## src/rtl/nt_node_signature_checker_pkg.sv

```systemverilog
// Shared types, default MISR constants and the MISR step used by the signature checker.
// Pure combinational helpers, no state and no handshaking.
package nt_sig_pkg;

    typedef enum logic [1:0] {
        IDLE = 2'd0,
        RUN  = 2'd1,
        DONE = 2'd2
    } state_t;

    localparam int          SIG_W_DEF  = 16;
    localparam logic [15:0] POLY_DEF   = 16'h1021;
    localparam logic [15:0] SEED_DEF   = 16'hFFFF;
    localparam int          MISR_MAX_W = 64;

    // Operands are carried at MISR_MAX_W and masked to the live width w (w < 64).
    function automatic logic [MISR_MAX_W-1:0] misr_step(
        input logic [MISR_MAX_W-1:0] sig,
        input logic [MISR_MAX_W-1:0] resp_ext,
        input logic [MISR_MAX_W-1:0] poly,
        input int unsigned           w
    );
        logic [MISR_MAX_W-1:0] mask;
        logic [MISR_MAX_W-1:0] nxt;
        mask = (64'd1 << w) - 64'd1;
        nxt  = (sig << 1) & mask;
        if (|(sig & (64'd1 << (w - 1)))) begin
            nxt = nxt ^ poly;
        end
        return (nxt ^ resp_ext) & mask;
    endfunction

endpackage

```

## src/rtl/nt_node_signature_checker_misr.sv

```systemverilog
// Signature register: load wins over enable, enable applies one MISR step; 1-cycle update.
// No backpressure; sig_next is exposed so the owner can compare the post-step value same-edge.
module nt_misr
    import nt_sig_pkg::*;
#(
    parameter int               RESP_W = 1,
    parameter int               SIG_W  = SIG_W_DEF,
    parameter logic [SIG_W-1:0] POLY   = POLY_DEF,
    parameter logic [SIG_W-1:0] SEED   = SEED_DEF
) (
    input  logic              CLK,
    input  logic              RSTB,
    input  logic              load,
    input  logic              en,
    input  logic [RESP_W-1:0] resp,
    output logic [SIG_W-1:0]  sig,
    output logic [SIG_W-1:0]  sig_next
);

    always_comb begin
        sig_next = SIG_W'(misr_step(64'(sig), 64'(resp), 64'(POLY), SIG_W));
    end

    always_ff @(posedge CLK or negedge RSTB) begin
        if (!RSTB) begin
            sig <= SEED;
        end else if (load) begin
            sig <= SEED;
        end else if (en) begin
            sig <= sig_next;
        end
    end

endmodule

```

## config.mk

```make
export PLATFORM = sky130hd
export DESIGN_NAME = nt_misr
export DESIGN_NICKNAME = d
export VERILOG_FILES = /design/src/rtl/nt_node_signature_checker_pkg.sv /design/src/rtl/nt_node_signature_checker_misr.sv
export SDC_FILE = /design/constraint.sdc
export NUM_CORES = 1
export LEC_CHECK = 0
export CAP_MARGIN = 5
export CORE_UTILIZATION = 40
export CTS_BUF_LIST = sky130_fd_sc_hd__clkbuf_8
export CTS_CLUSTER_DIAMETER = 60
export DETAILED_ROUTE_END_ITERATION = 8
export MAX_ROUTING_LAYER = met4
export PLACE_DENSITY = 0.88
export SYNTH_ARGS = -nofsm -noshare
export SYNTH_HDL_FRONTEND = slang
export SYNTH_SLANG_ARGS = --single-unit
```

## constraint.sdc

```tcl
create_clock -name CLK -period 1.6 [get_ports CLK]
set_clock_uncertainty 0.15 [all_clocks]
set_input_delay 0.24 -clock CLK [delete_from_list [all_inputs] [get_ports CLK]]
set_output_delay 0.24 -clock CLK [all_outputs]
set_load 0.01 [all_outputs]
```

Word level (Yosys, flattened, before mapping)

Index checks and enable logic that the tools add are counted.

Register bits: 16
Input port bits: 5
Output and inout port bits: 32
Logic and storage cells: 7

Mux-type cells: 3
Bitwise logic cells: 2
Reductions and logical operators: 1

Operators with widths:

| kind                                   | number |
|---|---|
| 16-bit 2-to-1 mux                      | 2 |
| 16-bit by 1-bit XOR with 16-bit output | 1 |
| 13-bit 2-to-1 mux                      | 1 |
| 3-bit NOT                              | 1 |
| 2-bit nonzero test                     | 1 |

Depth between registers and ports, before layout

Gate-level depths: netlist of the first run.

Word-level depth: 5
Gate-level depth with buffers: 4
Gate-level depth less buffers: 2

Worst setup path after synthesis of the first run

No wires, ideal clock.

Kind: register -> output
From: register sig[15]
To: output sig_next[12]
Arrival: 0.816 ns
Data required time: 1.210 ns
Path slack: 0.394 ns
Stages on the path, launching flop included: 3
Path buffers: 0
Cells stage by stage: dfstp_2 > xnor2_1 > inv_1

Cells in the longest elaborated chain, start to end: 2

RTL lines:

| element                                | line                                 | text |
|---|---|---|
| start: declaration                     | nt_node_signature_checker_misr.sv:16 | `output logic [SIG_W-1:0] sig,` |
| start signal: assignment               | nt_node_signature_checker_misr.sv:30 | `sig <= sig_next;` |
| 13-bit 2-to-1 mux                      | nt_node_signature_checker_pkg.sv:27  | `if (\|(sig & (64'd1 << (w - 1)))) begin` |
| 16-bit by 1-bit XOR with 16-bit output | nt_node_signature_checker_pkg.sv:30  | `return (nxt ^ resp_ext) & mask;` |
| end: declaration                       | nt_node_signature_checker_misr.sv:17 | `output logic [SIG_W-1:0] sig_next` |

Every way passes these cells.

Worst setup path in the final report of the first run

Ends and elaborated chain as after synthesis.

==> impl_metrics.env, run 1 <==
export IMPL_synth_area_leaders="dfstp_2, a211o_1, buf_4"
export IMPL_first_global_vias=569
export IMPL_synth_top_area_cell="dfstp_2"
export IMPL_final_seq_area_um2=420
export IMPL_preCtsSetupSlack_ns=-0.161
export IMPL_synthTopCellsByCount="dfstp_2, buf_4, nor2b_1"
export IMPL_worstPathRequired_ns=1.21
export IMPL_power_density_mw_per_mm2=877
export IMPL_worstMarginPinSlew_ns=0.205
export IMPL_cts_root_buf="clkbuf_8"
export IMPL_n_fill_cell=184
export IMPL_synthMuxAreaShare=0
export IMPL_critPathKind="flop to output pin"
export IMPL_status="complete, but fails checks"
export IMPL_ys_types=10
export IMPL_finalCritPeriodShare=1.05
export IMPL_io_pins=37
export IMPL_fin_util=0.627
export IMPL_ys_warnings_count=0
export IMPL_avgSynthCellArea_um2=11.3
export IMPL_drv_slew=0
export IMPL_p_int_uw=810
export IMPL_grt_remaining_overflow=0
export IMPL_gp_congestion=0.760
export IMPL_diodes=0
export IMPL_seq_power_share=0.448
export IMPL_grt_use_met1=0.207
export IMPL_die_w_um=47.5
export IMPL_finalSetupViolCount=2
export IMPL_switching_share=0.249
export IMPL_ys_seq_area_frac=0.508
export IMPL_use_met2=0.301
export IMPL_nets=111
export IMPL_maxCapViolCount=0
export IMPL_vias=622
export IMPL_fp_dieH_um=47.5
export IMPL_min_period_ns=1.68
export IMPL_power_switching_uw=269
export IMPL_placed_area_mm2=0.00116
export IMPL_largest_reg_flops=16
export IMPL_synth_simple_gate_area_frac=0.124
export IMPL_worst_ir_drop_vdd_uv=759
export IMPL_synth_most_common_cell="dfstp_2"
export IMPL_synth_compound_area_share=0.156
export IMPL_drive_above_1_share=0.362
export IMPL_grt_max_degree=31
export IMPL_synth_seq_cells=16
export IMPL_drtAntennaViolNets=0
export IMPL_wl_per_cell_um=12.9
export IMPL_drt_iter0_markers=6
export IMPL_io_buffers=36
export IMPL_final_setup_tns_ns=-0.112
export IMPL_hold_viol=0
export IMPL_synth_nets=78
export IMPL_fin_area_mm2=0.00123
export IMPL_core_mm2=0.00196
export IMPL_cts_tree="built"
export IMPL_cp_max_fo=4
export IMPL_reg2regPathDepth=4
export IMPL_grt_pass1_wl_um=2610
export IMPL_track_usage=0.178
export IMPL_critPathLaunchType="flop"
export IMPL_drtPass1Iterations=2
export IMPL_antenna_found_initial=0
export IMPL_drc=0
export IMPL_hp_class="input pin to async pin"
export IMPL_viasPerCell=4.71
export IMPL_cts_htree_levels=1
export IMPL_synth_edf_count=0
export IMPL_critPathCaptureType="output pin"
export IMPL_synth_async_reset_ratio=1.00
export IMPL_synth_cells=73
export IMPL_p_clk_frac=0.322
export IMPL_globalRouteMet3Util=0.0226
export IMPL_violations="setup timing"
export IMPL_multiInputGateArea_um2=303
export IMPL_largest_registers="sig: 16 flops"
export IMPL_clock_sinks=16
export IMPL_synthFlopType="dfstp_2"
export IMPL_rsz0062_at_grt="true"
export IMPL_cts_made_buffers=3
export IMPL_synthToLayoutAreaGrowth_pct=48.7
export IMPL_pwr_share_comb=0.231
export IMPL_max_freq_mhz=596
export IMPL_clk_pin_slew_ns=0.06
export IMPL_busiest_layer="met2"
export IMPL_top_register="sig"
export IMPL_die_area_mm2=0.00225
export IMPL_slew_headroom=0.863
export IMPL_wl_um=1710
export IMPL_insertion_delay_ns=0.24
export IMPL_initial_utilization=0.422
export IMPL_cts_buffer_depth=2
export IMPL_rows=16
export IMPL_synth_area_um2=827
export IMPL_leakage_nw=0.502
export IMPL_synth_xor_area_share=0.0318
export IMPL_yosysTopAreaCellShare=0.508
export IMPL_synthAdderAreaFrac=0
export IMPL_synth_top_family_by_area="buffers and inverters"
export IMPL_cp_arrival_ns=1.29
export IMPL_layout_setup_ws_ns=-0.0769
==> layout make-up <==
cell class	count	area share
tap	27	0.0275
timing repair buffer	46	0.331
sequential	16	0.342
multi-input combinational	36	0.246
clock buffer	4	0.0448
inverter	3	0.00916
==> timing repair <==
action | in CTS | in global routing
hold buffers | 0 | 0
pin swaps | 0 | 2
setup buffers | 2 | 0
setup endpoints to repair | 32 | 4
gates resized for setup | 38 | 13
endpoints found under the hold margin | 0 | 0
==> critical path, stage by stage (launching register included) <==
cell and delay, ns:
dfstp_2 0.60, buf_6 0.14, xnor2_4 0.11, inv_1 0.06, buf_2 0.13
==> stage by stage <==
step | std cells | power (mW) | hold WS [ns]
after floorplan | 73 | 0.618 | -0.0578
after CTS | 132 | 1.08 | 0.389
after global routing | 132 | 1.14 | 0.429
final | 132 | 1.08 | 0.383
after detailed placement | 126 | 0.753 | 0.461
after global placement | 126 | 0.745 | 0.435
==> metal layers <==
layer,vias up,share of wire
li1,300,-
met1,299,0.42
met2,21,0.53
met3,2,0.040
met4,0,0.0082
met5,-,0
==> logic make-up (layout without fill, tap and decap cells) <==
group                  Yosys count  in the layout
AND/OR/NAND/NOR                 17             17
flip-flops                      16             16
AO/OA/AOI/OAI                   16             16
XOR/XNOR                         3              3
buffers and inverters           21             53
==> placed cells by master (no fill, tap or decap) <==
cell type        Yosys  final
dfstp_2             16     16
a21oi_1              3      3
buf_12               0      1
dlygate4sd2_1        0     28
a211o_1             13     13
nor3_1               3      3
buf_6                2      3
xnor2_2              0      1
buf_2                2      1
inv_2                0      1
clkdlybuf4s50_1      0      4
buf_4               14      7
nor2b_1             14     14
clkbuf_2             0      2
inv_1                3      2
xnor2_4              0      2
clkbuf_8             0      4
==> path summary, 6_finish.rpt <==
kind	start	to	slack (ns)
min in group CLK	sig[13]	sig[14]	0.47
min	RSTB	sig[7]	0.38
min reg2reg	sig[13]	sig[14]	0.47
max reg2reg	sig[15]	sig[12]	0.32
max in group asynchronous	RSTB	sig[10]	0.89
max	sig[15]	sig_next[12]	-0.08
==> power groups by stage <==
stage | logic [mW] | clock network, mW | registers (mW)
floorplan | 0.121 | 0 | 0.497
global placement | 0.260 | 0 | 0.486
detailed placement | 0.265 | 0 | 0.488
CTS | 0.238 | 0.363 | 0.479
global route | 0.271 | 0.385 | 0.488
finish | 0.249 | 0.347 | 0.483
(Power assumes the default switching activity.)
==> run 2, diff against run 1 <==
SLEW_MARGIN = 20   (was default)
==> results of run 2 <==
No change in the layout: final DEF, timing and power equal those of run 1.
